<file path="src/rtl/k_dsp_pkg.sv">
// k_dsp_pkg
// Shared definitions for the k_dsp execute unit:
//   - op_t            : opcode encodings (OP_ADD..OP_RDACC); 6 and 7 are illegal
//   - DEFAULT_W       : default operand/result width
//   - DEFAULT_ACC_W   : default accumulator width (at least 2*W)
//   - signed_max/min  : constant functions giving the two's complement
//                       limits of an n-bit value, zero-extended to MAX_SAT_W
package k_dsp_pkg;

  localparam int DEFAULT_W     = 32;
  localparam int DEFAULT_ACC_W = 64;
  localparam int MAX_SAT_W     = 256;

  typedef enum logic [2:0] {
    OP_ADD   = 3'd0,
    OP_SUB   = 3'd1,
    OP_MUL   = 3'd2,
    OP_MAC   = 3'd3,
    OP_CLR   = 3'd4,
    OP_RDACC = 3'd5
  } op_t;

  // Largest signed n-bit value: 0111...1 in the low n bits.
  function automatic logic [MAX_SAT_W-1:0] signed_max(input int n);
    logic [MAX_SAT_W-1:0] v;
    v = '0;
    for (int i = 0; i < MAX_SAT_W; i++) begin
      if (i < n - 1) v[i] = 1'b1;
    end
    return v;
  endfunction

  // Smallest signed n-bit value: 1000...0 in the low n bits.
  function automatic logic [MAX_SAT_W-1:0] signed_min(input int n);
    logic [MAX_SAT_W-1:0] v;
    v = '0;
    for (int i = 0; i < MAX_SAT_W; i++) begin
      if (i == n - 1) v[i] = 1'b1;
    end
    return v;
  endfunction

endpackage

</file>
<file path="src/rtl/k_dsp_sat.sv">
// k_dsp_sat
// Narrows a wide two's complement value to OUT_W bits. ovf flags that the
// value is not representable in OUT_W signed bits. With SAT set the output
// clamps to the signed OUT_W max/min on overflow, otherwise it wraps
// (plain truncation).
// Ports:
//   value   in  IN_W   wide signed value (IN_W > OUT_W)
//   clamped out OUT_W  narrowed value
//   ovf     out 1      value does not fit in OUT_W signed bits
module k_dsp_sat
  import k_dsp_pkg::*;
#(
  parameter int IN_W  = 65,
  parameter int OUT_W = 64,
  parameter bit SAT   = 1'b0
) (
  input  logic [IN_W-1:0]  value,
  output logic [OUT_W-1:0] clamped,
  output logic             ovf
);

  localparam logic [OUT_W-1:0] MAX_V = OUT_W'(signed_max(OUT_W));
  localparam logic [OUT_W-1:0] MIN_V = OUT_W'(signed_min(OUT_W));

  // The value fits exactly when every bit from the OUT_W sign bit upward
  // is a copy of the same sign.
  logic [IN_W-OUT_W:0] upper;
  assign upper = value[IN_W-1:OUT_W-1];
  assign ovf   = (|upper) && !(&upper);

  always_comb begin
    clamped = value[OUT_W-1:0];
    if (SAT && ovf) clamped = value[IN_W-1] ? MIN_V : MAX_V;
  end

endmodule

</file>
<file path="src/rtl/k_dsp_exec_unit.sv">
// k_dsp_exec_unit
// Two-stage signed ADD/SUB/MUL/MAC execute unit with one architectural
// accumulator, valid/ready on both sides, one result per accepted op, in order.
//   S1: registers op/operands and the full 2W-bit signed product.
//   S2: output register; forms the final result and commits the acc update.
// Optional feature: define K_DSP_SAT_EN to saturate instead of wrap
// (ADD/SUB/MUL clamp to signed W; MAC clamps acc to signed ACC_W, then the
// result to signed W). ovf reporting is identical in both builds.
// Ports:
//   clk, reset          clock; synchronous active-high reset
//   in_valid/in_ready   input handshake (in_ready independent of in_valid)
//   op, rs1, rs2        opcode and operands
//   out_valid/out_ready output handshake
//   result, ovf, err    result, overflow/saturation flag, illegal-op flag
module k_dsp_exec_unit
  import k_dsp_pkg::*;
#(
  parameter int W     = DEFAULT_W,
  parameter int ACC_W = DEFAULT_ACC_W
) (
  input  logic         clk,
  input  logic         reset,
  input  logic         in_valid,
  output logic         in_ready,
  input  logic [2:0]   op,
  input  logic [W-1:0] rs1,
  input  logic [W-1:0] rs2,
  output logic         out_valid,
  input  logic         out_ready,
  output logic [W-1:0] result,
  output logic         ovf,
  output logic         err
);

`ifdef K_DSP_SAT_EN
  localparam bit SAT = 1'b1;
`else
  localparam bit SAT = 1'b0;
`endif

  logic                    s1_v;
  logic [2:0]              s1_op;
  logic signed [W-1:0]     s1_a;
  logic signed [W-1:0]     s1_b;
  logic signed [2*W-1:0]   s1_prod;
  logic                    s2_v;
  logic signed [ACC_W-1:0] acc;

  logic advance;

  assign advance   = !s2_v || out_ready;
  assign in_ready  = !s1_v || advance;
  assign out_valid = s2_v;

  // S1 loads whenever it is empty or draining into S2; the product is
  // formed on the way in so S2 only has to add and narrow.
  always_ff @(posedge clk) begin
    if (reset) begin
      s1_v    <= 1'b0;
      s1_op   <= '0;
      s1_a    <= '0;
      s1_b    <= '0;
      s1_prod <= '0;
    end else if (in_ready) begin
      s1_v <= in_valid;
      if (in_valid) begin
        s1_op   <= op;
        s1_a    <= rs1;
        s1_b    <= rs2;
        s1_prod <= (2*W)'($signed(rs1)) * (2*W)'($signed(rs2));
      end
    end
  end

  logic signed [W:0]       add_sum;
  logic signed [W:0]       sub_diff;
  logic signed [ACC_W-1:0] prod_ext;
  logic signed [ACC_W:0]   acc_sum;
  logic [ACC_W-1:0]        mac_acc;
  logic                    mac_acc_ovf;

  // One guard bit on ADD/SUB and on the accumulator add lets the narrowing
  // stage see the exact value.
  assign add_sum  = (W+1)'(s1_a) + (W+1)'(s1_b);
  assign sub_diff = (W+1)'(s1_a) - (W+1)'(s1_b);
  assign prod_ext = ACC_W'(s1_prod);
  assign acc_sum  = (ACC_W+1)'(acc) + (ACC_W+1)'(prod_ext);

`ifdef K_DSP_SAT_EN
  k_dsp_sat #(.IN_W(ACC_W+1), .OUT_W(ACC_W), .SAT(1'b1)) u_acc_sat (
    .value   (acc_sum),
    .clamped (mac_acc),
    .ovf     (mac_acc_ovf)
  );
`else
  assign mac_acc     = acc_sum[ACC_W-1:0];
  assign mac_acc_ovf = acc_sum[ACC_W] ^ acc_sum[ACC_W-1];
`endif

  logic [ACC_W-1:0] res_wide;
  logic [W-1:0]     res_val;
  logic             res_ovf;

  // Every opcode presents a sign-extended ACC_W value to a single narrowing
  // instance. RDACC feeds only the low W acc bits so it never reports ovf;
  // CLR and the illegal opcodes present zero.
  always_comb begin
    res_wide = '0;
    case (s1_op)
      OP_ADD:   res_wide = ACC_W'(add_sum);
      OP_SUB:   res_wide = ACC_W'(sub_diff);
      OP_MUL:   res_wide = ACC_W'(s1_prod);
      OP_MAC:   res_wide = mac_acc;
      OP_RDACC: res_wide = ACC_W'($signed(acc[W-1:0]));
      default:  res_wide = '0;
    endcase
  end

  k_dsp_sat #(.IN_W(ACC_W), .OUT_W(W), .SAT(SAT)) u_res_sat (
    .value   (res_wide),
    .clamped (res_val),
    .ovf     (res_ovf)
  );

  // S2 and the accumulator move only on advance, so a stalled result holds
  // and its acc update is applied exactly once.
  always_ff @(posedge clk) begin
    if (reset) begin
      s2_v   <= 1'b0;
      result <= '0;
      ovf    <= 1'b0;
      err    <= 1'b0;
      acc    <= '0;
    end else if (advance) begin
      s2_v <= s1_v;
      if (s1_v) begin
        result <= res_val;
        ovf    <= res_ovf || ((s1_op == OP_MAC) && mac_acc_ovf);
        // Opcodes 6 and 7 are the only ones with both top bits set.
        err    <= (s1_op[2:1] == 2'b11);
        if (s1_op == OP_MAC) acc <= mac_acc;
        else if (s1_op == OP_CLR) acc <= '0;
      end
    end
  end

endmodule
</file>
<file path="config.mk">
export PLATFORM = sky130hd
export DESIGN_NAME = k_dsp_exec_unit
export DESIGN_NICKNAME = d
export VERILOG_FILES = /design/src/rtl/k_dsp_pkg.sv /design/src/rtl/k_dsp_sat.sv /design/src/rtl/k_dsp_exec_unit.sv
export SDC_FILE = /design/constraint.sdc
export NUM_CORES = 2
export LEC_CHECK = 0
export ABC_AREA = 1
export CAP_MARGIN = 20
export CORE_MARGIN = 1.5
export CORE_UTILIZATION = 60
export DETAILED_ROUTE_END_ITERATION = 8
export PLACE_DENSITY_LB_ADDON = 0.12
export SLEW_MARGIN = 20
export SYNTH_ARGS = -nofsm -noshare
export SYNTH_HDL_FRONTEND = slang
export SYNTH_SLANG_ARGS = --single-unit
export TNS_END_PERCENT = 5
</file>
<file path="constraint.sdc">
create_clock -name clk -period 8.35 [get_ports clk]
set_input_delay 1.2525 -clock clk [delete_from_list [all_inputs] [get_ports clk]]
set_output_delay 1.2525 -clock clk [all_outputs]
set_load 0.02 [all_outputs]
</file>
==> flow_summary.ini <==
[status]
outcome = finished, final reports clean

[final_layout]
drive_above_1_share_pct = 10.1
nets = 9928
fin_area_um2 = 65000
fin_util_pct = 69.4
instances_no_fill = 9742
syn_to_final_growth_pct = 14.1
nFillCells = 7596
final_cell_mix = 2,160 x nand2_1, 2,085 x inv_1, 1,077 x fa_1
layout_commonest_cell = nand2_1

[critical_path]
critical_path_arrival_ns = 8.68
max_stage_delay_ns = 0.58
cp.buffers_inverters = 9
crit_path_end = prod_ext[35]
path_depth = 28
regToRegSetupSlack_ns = 3.66
worst_setup_path_start_kind = input pin
cpMostUsedCell = fa_1
required_ns = 8.82
slowest_stage = fa_1
crit_path_end_kind = flip-flop
startpoint = rs2[13]
cpLargestDelayFamily = adder cells
worstSetupPathType = input pin to flip-flop
reg2reg_to = ovf
rr_startpoint = s1_a[7]
rr_worst_depth = 23
crit_fanout = 13

[routing]
drt-wirelength-per-cell_um = 22.0
via_count = 54027
drt_wl_total_um = 214000
drc = 0
postRouteAntennaNets = 0
first_iter_violations = 5556
avgViaCountPerCell = 5.55
drt-pass1-iter-count = 6

[sta]
min_period_ns = 8.21
rsz0062_at_grt = yes
slew_violations = 0
hold-worst-slack_ns = 0.463
skew_ns = 0.0299
final_hold_viol_count = 0
max_freq_ghz = 0.122
slew_headroom_pct = 15.6
tightest_slew_ns = 1.25
setup_viol = 0
fin_crit_sh_pct = 98.3

[synthesis]
syn-num-nets = 9534
syn_area_um2 = 57000
syn_inst = 8066
ys_types = 56
avgSynthCellArea_um2 = 7.07
synth_edf_count = 0
synth_seq_cells = 231
yosysWarnings = 0
yosysSeqAreaShare_pct = 8.11
ys.flop_type = dfxtp_1
synthArstFlopShare_pct = 0

[placed_design]
placed_area_um2 = 63700
globalplace.congestion = 1.07
place_hpwl_um = 181000
dp_cells = 9683
numPortBuffers = 106

[floorplan]
start_util_pct = 60.8
die_x_um = 311
io_pins = 107
coreArea_um2 = 93700
die_area_um2 = 96900
rows = 112
die_h_um = 311

[clock_network]
cts_tree = built
cts_buffer_depth = 3
h-tree-depth = 1
numCtsBuffers = 28
root_buffer = clkbuf_16
clk_pin_slew_worst_paths_ns = 0.06
cts_sinks = 231
insertion_delay_ns = 0.60

[global_route]
antenna_found_initial = 8
grt_max_degree = 72
grt_pass1_vias = 55366
grt_usage_pct = 44.5
grt_pass1_wl_um = 325000
overflow = 0

[flow_run]
cap_violations = 0

[hold_path]
hold_class = flip-flop to flip-flop
## cell type report
cell class | count | area, um^2 | area share, %
multi-input cells | 5359 | 43300 | 66.6
flip-flops and latches | 231 | 4620 | 7.11
repair buffers | 736 | 6620 | 10.2
diodes | 6 | 15.0 | 0.0231
inverters | 2104 | 7900 | 12.1
well taps | 1254 | 1570 | 2.41
clock buffers | 39 | 823 | 1.27
clock inverters | 13 | 153 | 0.235
## repair_timing
action,4_1_cts,5_1_grt
pin swaps,0,14
setup buffers,0,1
setup endpoints to repair,4,30
resized for setup,2,76
hold buffers,0,0
## layer usage
layer	wire [um]	vias up	GRT usage [%]
met2	92700	2998	67.8
met4	15800	6	27.4
met1	82200	26069	58.1
met5	41	-	0
li1	-	24301	-
met3	23300	653	9.60
## worst register-to-register path: stages, from the launching register on
cell and delay (ns):
dfxtp_1 0.55, ha_1 0.47, nor2_4 0.20, inv_2 0.04, nor2_1 0.08, nand2_1 0.08
nand2_2 0.15, nand2_2 0.07, nand2_2 0.15, nand2_1 0.11, nand3_1 0.10, nand3_2 0.71
nand2_4 0.63, inv_2 0.21, nand4_1 0.13, nand2_1 0.06, nor2_1 0.11, nand2_1 0.11
nor2_1 0.31, nand2_1 0.09, nand2_1 0.07, nand3_1 0.07, nand2_1 0.06, inv_1 0.03
## Yosys cell counts (35+ instances only)
master | n | share of area, %
o21ai_0 | 296 | 2.6
clkbuf_1 | 343 | 2.3
ha_1 | 312 | 6.8
nand2_1 | 2163 | 14
inv_1 | 2089 | 14
fa_1 | 1085 | 38
or2_2 | 35 | 0.38
nand4_1 | 60 | 0.66
dfxtp_1 | 231 | 8.1
nor2_1 | 496 | 3.3
nand3_1 | 220 | 1.9
a21oi_1 | 396 | 3.5
## flip-flops by register name, indices dropped and copies added (netlist names)
| signal | cells |
|---|---|
| s1_a | 32 |
| s1_v | 1 |
| err | 1 |
| out_valid | 1 |
| s1_b | 32 |
| prod_ext | 64 |
| s1_op | 3 |
| acc | 64 |
| ovf | 1 |
| result | 32 |
## worst min-delay path by stage
stage | startpoint | to | slack, ns | cells after the start
after detailed placement | result[10] | result[10] | 0.46 | 2
after global routing | result[6] | result[6] | 0.48 | 2
after floorplan | prod_ext[6] | prod_ext[6] | 0.45 | 2
final | result[6] | result[6] | 0.46 | 2
after CTS | result[11] | result[11] | 0.47 | 2
after global placement | result[6] | result[6] | 0.45 | 2
## metrics by stage
step	setup slack, ns	setup TNS, ns
6_report	0.141	0
5_1_grt	-0.0553	-0.239
3_5_place_dp	-0.689	-14.38
4_1_cts	0.0282	0
2_1_floorplan	0.140	0
3_3_place_gp	-0.666	-11.86
## cells by family after synthesis
group | synth area share (%)
adder cells (fa/ha/maj) | 45.0
AO/OA/AOI/OAI | 8.07
AND/OR/NAND/NOR | 21.4
XOR/XNOR | 0.968
buffers and inverters | 16.4
flip-flops | 8.11
Power is left out: the tool's default activity adds up to more than one toggle a clock period on the data nets, which glitch-free logic cannot reach.
